$ cat src/rtl/led_anim_seq.sv
// led_anim_seq: playback sequencer for the LED animation pattern ROMs.
// Walks a 7-bit frame index at a programmable frame rate, registers the
// decoder's active-low LED word, and supports play/pause/step/reverse/loop.
module led_anim_seq #(
  parameter int DIV_W = 24
) (
  input  logic             clk,
  input  logic             rst_n,
  input  logic             start,
  input  logic             stop,
  input  logic             pause,
  input  logic             step,
  input  logic             dir,
  input  logic             loop,
  input  logic [DIV_W-1:0] div,
  input  logic [6:0]       pat,
  output logic [6:0]       idx,
  output logic [6:0]       led,
  output logic             busy,
  output logic             frame_tick,
  output logic             done
);

  typedef enum logic [1:0] {
    IDLE  = 2'd0,
    RUN   = 2'd1,
    PAUSE = 2'd2,
    DONE  = 2'd3
  } state_t;

  state_t           r_state;
  logic [DIV_W-1:0] r_cnt;
  logic [6:0]       r_idx;
  logic [6:0]       r_led;
  logic             r_tick;
  logic             r_done;

  state_t           w_nextState;
  logic [DIV_W-1:0] w_nextCnt;
  logic [6:0]       w_nextIdx;
  logic [6:0]       w_nextLed;
  logic             w_nextTick;
  logic             w_nextDone;
  logic             w_advance;
  logic             w_atEnd;
  logic             w_cntHit;
  logic [6:0]       w_idxStep;
  logic [6:0]       w_idxLoad;

  // 7-bit arithmetic wraps 127->0 and 0->127 on its own, which is exactly the loop behaviour
  assign w_atEnd   = dir ? (r_idx == 7'd0) : (r_idx == 7'd127);
  assign w_idxStep = dir ? (r_idx - 7'd1) : (r_idx + 7'd1);
  assign w_idxLoad = dir ? 7'd127 : 7'd0;
  assign w_cntHit  = (r_cnt >= div);

  // Next-state logic: pick the state action first, then resolve advances, then let stop override everything
  always_comb begin
    w_nextState = r_state;
    w_nextCnt   = r_cnt;
    w_nextIdx   = r_idx;
    w_nextTick  = 1'b0;
    w_nextDone  = 1'b0;
    w_advance   = 1'b0;

    unique case (r_state)
      IDLE: begin
        w_nextCnt = '0;
        w_nextIdx = 7'd0;
        if (start) begin
          w_nextState = RUN;
          w_nextIdx   = w_idxLoad;
        end
      end
      RUN: begin
        if (start) begin
          w_nextCnt = '0;
          w_nextIdx = w_idxLoad;
        end else if (pause) begin
          w_nextState = PAUSE;
        end else if (w_cntHit) begin
          w_nextCnt = '0;
          w_advance = 1'b1;
        end else begin
          w_nextCnt = r_cnt + DIV_W'(1);
        end
      end
      PAUSE: begin
        if (start) begin
          w_nextState = RUN;
          w_nextCnt   = '0;
          w_nextIdx   = w_idxLoad;
        end else if (step) begin
          w_advance = 1'b1;
        end else if (!pause) begin
          w_nextState = RUN;
          if (w_cntHit) begin
            w_nextCnt = '0;
            w_advance = 1'b1;
          end else begin
            w_nextCnt = r_cnt + DIV_W'(1);
          end
        end
      end
      DONE: begin
        if (start) begin
          w_nextState = RUN;
          w_nextCnt   = '0;
          w_nextIdx   = w_idxLoad;
        end
      end
      default: begin
        w_nextState = IDLE;
      end
    endcase

    if (w_advance) begin
      if (w_atEnd && !loop) begin
        w_nextState = DONE;
        w_nextDone  = 1'b1;
      end else begin
        w_nextIdx  = w_idxStep;
        w_nextTick = 1'b1;
      end
    end

    if (stop) begin
      w_nextState = IDLE;
      w_nextCnt   = '0;
      w_nextIdx   = 7'd0;
      w_nextTick  = 1'b0;
      w_nextDone  = 1'b0;
    end
  end

  // LEDs are dark whenever we are in or entering IDLE, otherwise they follow the decoder one clock behind idx
  always_comb begin
    w_nextLed = pat;
    if (r_state == IDLE || w_nextState == IDLE) begin
      w_nextLed = 7'h7F;
    end
  end

  // Sequencer state, prescaler, index and registered outputs
  always_ff @(posedge clk or negedge rst_n) begin
    if (!rst_n) begin
      r_state <= IDLE;
      r_cnt   <= '0;
      r_idx   <= 7'd0;
      r_led   <= 7'h7F;
      r_tick  <= 1'b0;
      r_done  <= 1'b0;
    end else begin
      r_state <= w_nextState;
      r_cnt   <= w_nextCnt;
      r_idx   <= w_nextIdx;
      r_led   <= w_nextLed;
      r_tick  <= w_nextTick;
      r_done  <= w_nextDone;
    end
  end

  assign idx        = r_idx;
  assign led        = r_led;
  assign busy       = (r_state == RUN) || (r_state == PAUSE);
  assign frame_tick = r_tick;
  assign done       = r_done;

endmodule

$ cat config.mk
export PLATFORM = sky130hd
export DESIGN_NAME = led_anim_seq
export DESIGN_NICKNAME = d
export VERILOG_FILES = /design/src/rtl/led_anim_seq.sv
export SDC_FILE = /design/constraint.sdc
export NUM_CORES = 1
export LEC_CHECK = 0
export ABC_AREA = 0
export CAP_MARGIN = 20
export CORE_ASPECT_RATIO = 2
export CORE_UTILIZATION = 55
export DETAILED_ROUTE_END_ITERATION = 8
export PLACE_DENSITY_LB_ADDON = 0.05
export SLEW_MARGIN = 20
export SYNTH_ARGS = -nofsm -noshare
export SYNTH_HDL_FRONTEND = slang
export SYNTH_SLANG_ARGS = --single-unit
$ cat constraint.sdc
create_clock -name clk -period 4.29 [get_ports clk]
set_clock_uncertainty 0.15 [all_clocks]
set_input_delay 0.429 -clock clk [delete_from_list [all_inputs] [get_ports clk]]
set_output_delay 0.429 -clock clk [all_outputs]
set_load 0.01 [all_outputs]
* Word-level counts from Yosys, hierarchy flattened
Cells that the tools add are included.
** Word-level totals
- Output and inout port bits :: 17
- Register bits :: 42
** Operators by class
- Mux-type cells :: 40
- Eq/ne operators :: 6
- Reductions and logical operators :: 10
- Add/subtract/negate cells :: 3
- $lt $le $gt $ge :: 1
** Operator list (count)
- $mux 24 :: 7
- $pmux 24 s4 :: 1
- $mux 7 :: 8
- $add 24x1->24 const B :: 1
- $ge 24x24->1 :: 1
- $mux 2 :: 9
- $pmux 7 s2 :: 1
- $mux 1 :: 12
- $add 7x1->7 const B :: 1
- $eq 7x7->1 const B :: 1
- $logic_not 7->1 :: 1
- $sub 7x1->7 const B :: 1
- $pmux 2 s3 :: 1
- $eq 2x2->1 const B :: 2
- $logic_not 2->1 :: 2
- $ne 4x4->1 const B :: 1
- $ne 3x3->1 const B :: 1
- $reduce_or 3->1 :: 1
- $eq 2x1->1 const B :: 1
- $logic_or 1x1->1 :: 2
- $pmux 1 s2 :: 1
- $reduce_and 2->1 :: 1
- $reduce_or 2->1 :: 1
- $logic_and 1x1->1 :: 1
- $logic_not 1->1 :: 1

* Longest topological paths before layout
Gate-level depths: netlist of run 1.
- Depth after elaboration :: 11
- Gate-level depth with buffers :: 9

* Least setup slack after synthesis of run 1
No wires, ideal clock.
- Path type :: input-to-reg
- Start :: input port div[22]
- End :: register r_idx[0] (netlist: idx[0])
- Path buffers :: 0
- Setup time :: 0.125 ns
- Cell stages on the path :: 8
- Setup slack :: 1.869 ns
- Data required time :: 4.015 ns
- Data arrival time :: 2.146 ns
- Cell sequence :: inv_1 -> ha_1 -> a21oi_1 -> nand2_1 -> a221o_1 -> o21a_2 -> o21ai_4 -> mux2_2
** Between the ends
- Cells in the longest elaborated chain, start to end :: 8
** RTL lines
- from (decl) :: line 15 : input logic [DIV_W-1:0] div,
- $ge 24x24->1 (*) :: line 54 : assign w_cntHit = (r_cnt >= div);
- $mux 1 (*) :: line 80, 96
- $mux 1 (*) :: line 94 : end else if (!pause) begin
- $mux 1 :: line 92 : end else if (step) begin
- $mux 1 :: line 88 : if (start) begin
- $pmux 1 s2 (*) :: line 65 : unique case (r_state)
- $mux 7 (*) :: line 116 : if (w_advance) begin
- $mux 7 (*) :: line 126 : if (stop) begin
- named net w_nextIdx[0] :: line 40 : logic [6:0] w_nextIdx;
- to (signal assigned) :: line 155 : r_idx <= w_nextIdx;
- to (decl) :: line 33 : logic [6:0] r_idx;
The timed path passes the listed nets; every way through them passes the cells marked *.
A chain may end at the register's enable or synchronous reset.

* Final worst setup path of run 1
- Start :: input port div[11]
- End :: register r_idx[0] (netlist: idx[0])
Same word-level chain as after synthesis.

==> results.sh, run 1 <==
export IMPL_portBuffers=55
export IMPL_max_slew_margin_pct=37.4
export IMPL_overflow=0
export IMPL_synth_top_cell_by_area="dfrtp_1"
export IMPL_worstPathArrival_ns=2.82
export IMPL_critPathKind="in -> reg"
export IMPL_synth_top_area_share_pct=27.5
export IMPL_vias=2804
export IMPL_io_pin_count=56
export IMPL_timing_final_ws_setup_ns=1.50
export IMPL_synthFlopType="dfrtp_1"
export IMPL_pre_cts_slack_ns=1.20
export IMPL_p_leak_nw=1.63
export IMPL_grt_setup_unrepaired="false"
export IMPL_powerDensity_mw_per_mm2=221
export IMPL_initial_utilization_pct=57.8
export IMPL_h_tree_depth=2
export IMPL_maxSlewViolCount=0
export IMPL_drtIter0Drc=92
export IMPL_status="finished clean"
export IMPL_clkTransAtPathRegs_ns=0.08
export IMPL_grt_max_degree=43
export IMPL_n_antenna_cell=0
export IMPL_tritoncts="built"
export IMPL_die_h_um=110
export IMPL_final_hold_violation_count=0
export IMPL_netlist_cell_type_count=62
export IMPL_track_usage_pct=26.3
export IMPL_postCtsSetupBuffers=0
export IMPL_cts_root_buf="clkbuf_8"
export IMPL_critPathMaxFanout=7
export IMPL_die_w_um=55.8
export IMPL_ys_ff_latch=42
export IMPL_yosysWarnings=0
export IMPL_syn_cell_area_mm2=0.00319
export IMPL_crit_path_end_kind="register"
export IMPL_tightest_slew_ns=0.940
export IMPL_synth_area_top_cells="dfrtp_1 (27%), ha_1 (13%), dfstp_2 (5.8%)"
export IMPL_cts_buffer_depth=2
export IMPL_fp_coreArea_mm2=0.00552
export IMPL_clk_latency_ns=0.30
export IMPL_seq_area_frac_synth_pct=33.2
export IMPL_netlist_instances=356
export IMPL_row_count=38
export IMPL_drive_gt1_share_pct=8.23
export IMPL_drt_first_pass_iters=4
export IMPL_antenna_found_initial=0
export IMPL_max_freq_mhz=359
export IMPL_vdd_ir_drop_worst_mv=0.276
export IMPL_finalCritPeriodShare_pct=65.0
export IMPL_whs_ns=0.118
export IMPL_synth_common_cells="inv_1 (40), nor2_1 (39), dfrtp_1 (35)"
export IMPL_min_period_ns=2.79
export IMPL_wl_per_cell_um=15.8
export IMPL_synth_edf_count=0
export IMPL_synth_most_common_cell="inv_1"
export IMPL_power_uw=851
export IMPL_cts_sinks=42
export IMPL_place_gp_congestion=0.854
export IMPL_nFillCells=465
export IMPL_dieArea_mm2=0.00612
export IMPL_maxCapViolCount=0
export IMPL_syn_avg_cell_area_um2=8.96
export IMPL_setup_viol=0
export IMPL_place_hpwl_um=5850
export IMPL_grt_pass1_vias=2801
export IMPL_cts_made_buffers=5
export IMPL_ant_nets=0
export IMPL_hold_path_class="in -> async"
export IMPL_synth_fp_nets=430
export IMPL_remaining_drc_errors=0
export IMPL_cts_hold_buf=0
export IMPL_via_per_inst=5.93
export IMPL_finalSetupTns_ns=0
export IMPL_cp_start_kind="input pin"
export IMPL_ctsResizeCount=0
export IMPL_area_growth_pct=20.8
export IMPL_synthArstFlopShare_pct=100
export IMPL_wl_um=7470
export IMPL_crit_required_ns=4.32
export IMPL_fin_nets=486
export IMPL_grt_pass1_wl_um=12600
==> area by class of cell <==
class,count,area [µm²],area share [%]
sequential,42,1060,27.5
inverter,40,150,3.90
tap,60,75.1,1.95
timing repair buffer,57,561,14.6
clock buffer,7,86.3,2.24
multi-input combinational,266,1910,49.7
clock inverter,1,5.00,0.130
==> placed cells by master, fill, tap and decap left out, drive strengths merged, types with 5 or more instances in the layout <==
cell,instances
dfstp,7
or2,8
o22ai,7
a211oi,9
ha,34
xnor2,14
xor2,5
nor3,5
clkbuf,7
o21ai,13
nand4,11
a21oi,24
nand2,23
clkdlybuf4s50,54
nand2b,6
dfrtp,35
nand3,10
a41oi,7
inv,40
nor4,5
nor2,40
==> cells by family (layout without fill, tap and decap cells) <==
| family | count (synthesis) | count (layout) | synth area share, % |
|---|---|---|---|
| mux | 2 | 2 | 0.706 |
| buf+inv | 48 | 105 | 6.71 |
| fa+ha+maj | 35 | 35 | 14.0 |
| xor+xnor | 19 | 19 | 5.22 |
| compound gates | 85 | 85 | 19.2 |
| simple gates | 125 | 125 | 21.0 |
| flops | 42 | 42 | 33.2 |
==> power breakdown <==
| part | total [mW] | internal (mW) | switching [mW] |
|---|---|---|---|
| clock | 0.263 | 0.130 | 0.133 |
| sequential | 0.414 | 0.405 | 0.00903 |
| combinational | 0.174 | 0.0868 | 0.0873 |
==> per-stage QoR <==
step | instance area [µm²] | std cells | utilization (%)
2_1_floorplan | 3190 | 356 | -
3_3_place_gp | 3760 | 465 | 68.2
3_5_place_dp | 3760 | 465 | 68.2
4_1_cts | 3850 | 473 | 69.8
5_1_grt | 3850 | 473 | 69.8
6_report | 3850 | 473 | 69.8
==> per-layer routing <==
layer,track usage (%),vias to the layer above,part of all wire [%]
met5,0,-,0
met4,11.5,0,3.1
met3,3.29,17,2.7
met2,53.2,60,58
met1,26.0,1351,37
li1,-,1376,-
==> worst paths after layout <==
kind	startpoint	to	slack (ns)	depth (start not counted)
max in group asynchronous	rst_n	r_cnt[11]	3.28	1
min	rst_n	r_cnt[18]	0.12	1
min reg2reg	r_cnt[0]	r_cnt[0]	0.40	1
max reg2reg	r_cnt[0]	idx[0]	1.65	8
max	div[11]	idx[0]	1.50	9
min in group clk	r_cnt[0]	r_cnt[0]	0.40	1
==> flip-flops by register name, summed over array words and instances (netlist names) <==
signal	count
idx	7
frame_tick	1
led	7
r_state	2
done	1
r_cnt	24
==> worst max-delay path: stages <==
cell and delay, ns:
clkdlybuf4s50_1 0.45, inv_1 0.04, ha_1 0.31, a21oi_1 0.14, o21ai_0 0.14, a221o_1 0.39, o21a_2 0.27, o21ai_4 0.28
mux2_2 0.37
(Power assumes the default switching activity.)
==> inputs of run 2 (changes only) <==
--- a/config.mk
+++ b/config.mk
@@ -8,7 +8,7 @@
 export ABC_AREA = 0
 export CAP_MARGIN = 20
 export CORE_ASPECT_RATIO = 2
-export CORE_UTILIZATION = 55
+export CORE_UTILIZATION = 48
 export DETAILED_ROUTE_END_ITERATION = 8
 export PLACE_DENSITY_LB_ADDON = 0.05
 export SLEW_MARGIN = 20
==> constraint.sdc (replaced) <==
create_clock -name clk -period 2.2 [get_ports clk]
set_clock_uncertainty 0.15 [all_clocks]
set_input_delay 0.22 -clock clk [delete_from_list [all_inputs] [get_ports clk]]
set_output_delay 0.22 -clock clk [all_outputs]
set_load 0.01 [all_outputs]
==> results.sh, run 2 (same netlist as run 1, synthesis figures left out) <==
export IMPL_overflow=0
export IMPL_clk_latency_ns=0.29
export IMPL_drive_gt1_share_pct=34.7
export IMPL_row_count=41
export IMPL_p_int_mw=1.48
export IMPL_tightest_slew_ns=0.555
export IMPL_cts_sinks=42
export IMPL_drtIter0Drc=179
export IMPL_h_tree_depth=2
export IMPL_powerDensity_mw_per_mm2=393
export IMPL_maxSlewViolCount=0
export IMPL_dieArea_mm2=0.00699
export IMPL_timing_final_ws_setup_ns=-0.249
export IMPL_hold_path_class="in -> async"
export IMPL_nFillCells=427
export IMPL_final_hold_violation_count=0
export IMPL_worstPathArrival_ns=2.46
export IMPL_area_growth_pct=62.1
export IMPL_wl_per_cell_um=16.9
export IMPL_cts_buffer_depth=2
export IMPL_n_antenna_cell=0
export IMPL_largest_reg_flops=24
export IMPL_initial_utilization_pct=50.1
export IMPL_switching_share_pct=27.2
export IMPL_layout_common_cells="buf_4 (82), clkdlybuf4s50_1 (45), inv_1 (36), nor2_1 (36), dfrtp_1 (35)"
export IMPL_antenna_found_initial=0
export IMPL_violations="setup timing"
export IMPL_p_sw_uw=553
export IMPL_die_h_um=117
export IMPL_min_period_ns=2.45
export IMPL_seq_power_share_pct=39.4
export IMPL_cts_root_buf="clkbuf_16"
export IMPL_grt_setup_unrepaired="true"
export IMPL_tritoncts="built"
export IMPL_whs_ns=0.264
export IMPL_status="finished with violations"
export IMPL_mostFrequentLayoutCell="buf_4"
export IMPL_crit_required_ns=2.22
export IMPL_wl_um=10000
export IMPL_io_pin_count=56
export IMPL_max_freq_mhz=408
export IMPL_finalCritPeriodShare_pct=111
export IMPL_largest_register="r_cnt"
export IMPL_place_gp_congestion=0.877
export IMPL_vias=3317
export IMPL_vdd_ir_drop_worst_mv=0.418
export IMPL_crit_path_end_kind="register"
export IMPL_remaining_drc_errors=0
export IMPL_clkPwrFrac_pct=35.6
export IMPL_via_per_inst=5.59
export IMPL_cts_made_buffers=5
export IMPL_grt_max_degree=27
export IMPL_maxCapViolCount=0
export IMPL_portBuffers=55
export IMPL_cp_start_kind="input pin"
export IMPL_post_route_util_pct=81.3
export IMPL_drt_first_pass_iters=4
export IMPL_critPathKind="in -> reg"
export IMPL_die_w_um=59.6
export IMPL_place_hpwl_um=6840
export IMPL_comb_power_share_pct=25.0
export IMPL_p_leak_nw=2.27
export IMPL_grt_pass1_vias=3144
export IMPL_fp_coreArea_mm2=0.00636
export IMPL_setup_viol=42
export IMPL_max_slew_margin_pct=62.9
export IMPL_grt_pass1_wl_um=14100
export IMPL_clkTransAtPathRegs_ns=0.06
export IMPL_fin_nets=580
export IMPL_critPathMaxFanout=5
export IMPL_ant_nets=0
export IMPL_track_usage_pct=27.1
[run 2: final cells by class]
| type | count | area [µm²] | area share (%) |
|---|---|---|---|
| Multi-Input combinational cell | 266 | 2320 | 44.9 |
| Tap cell | 86 | 108 | 2.08 |
| Clock buffer | 8 | 136 | 2.64 |
| Timing Repair Buffer | 151 | 1390 | 27.0 |
| Sequential cell | 42 | 1060 | 20.5 |
| Inverter | 40 | 150 | 2.90 |
[run 2: worst max-delay path: stages]
cell and delay, ns:
clkdlybuf4s50_1 0.47, inv_1 0.06, ha_4 0.27, nand4_1 0.18, nor3_2 0.27, a221o_1 0.28, buf_6 0.13, nor2_4 0.03
buf_12 0.14, buf_12 0.13, a41oi_1 0.17, o22ai_1 0.11
[run 2: metrics by stage]
step / setup slack, ns / cell area, µm² / total power [mW] / TNS (ns) / instances
detailed placement: -0.533 / 4450 / 1.26 / -18.93 / 568
floorplan: -0.0961 / 3230 / 1.01 / -0.192 / 356
global placement: -0.493 / 4450 / 1.25 / -18.51 / 568
CTS: -0.141 / 4790 / 2.01 / -3.97 / 582
finish: -0.249 / 5170 / 2.03 / -8.09 / 593
global route: -0.318 / 5170 / 2.11 / -10.72 / 593
[run 2: final timing paths]
check / start / endpoint / slack, ns / depth (start not counted)
min in group clk: pat[5] / led[5] / 0.35 / 2
worst min-delay path: rst_n / r_cnt[23] / 0.26 / 2
max in group asynchronous: rst_n / led[5] / 1.05 / 3
worst max register to register: r_cnt[15] / r_cnt[4] / -0.24 / 10
worst min register to register: r_cnt[0] / r_cnt[0] / 0.42 / 2
worst max-delay path: div[15] / r_cnt[4] / -0.25 / 12
[run 2: power groups by stage]
stage	logic (mW)	clock network (mW)	registers [mW]
global route	0.550	0.755	0.801
global placement	0.438	0	0.813
floorplan	0.193	0	0.822
CTS	0.476	0.732	0.799
detailed placement	0.446	0	0.813
finish	0.508	0.723	0.800
[run 2: timing repair]
item / 4_1_cts / 5_1_grt
gates cloned: 0 / 1
gates resized for setup: 24 / 52
setup endpoints to repair: 41 / 42
hold buffers: 1 / 0
setup buffers: 7 / 10
pin swaps: 25 / 17
hold endpoints to repair: 16 / 0
[run 2: metal layers]
metal  share of wire, %  global-route usage [%]  wire [µm]  up-vias
met1                 34                    25.1       3380     1626
met3                2.9                    3.52        286       38
met5                  0                       0          0        -
met2                 59                    55.1       5890       91
li1                   -                       -          -     1562
met4                4.5                    12.1        454        0
==> inputs of run 3 (changes only) <==
--- a/config.mk
+++ b/config.mk
@@ -10,6 +10,7 @@
 export CORE_ASPECT_RATIO = 2
 export CORE_UTILIZATION = 48
 export DETAILED_ROUTE_END_ITERATION = 8
+export GPL_ROUTABILITY_DRIVEN = 0
 export PLACE_DENSITY_LB_ADDON = 0.05
 export SLEW_MARGIN = 20
 export SYNTH_ARGS = -nofsm -noshare
==> results of run 3 <==
Same layout as run 2: the final DEF is identical, and so are final timing and power.
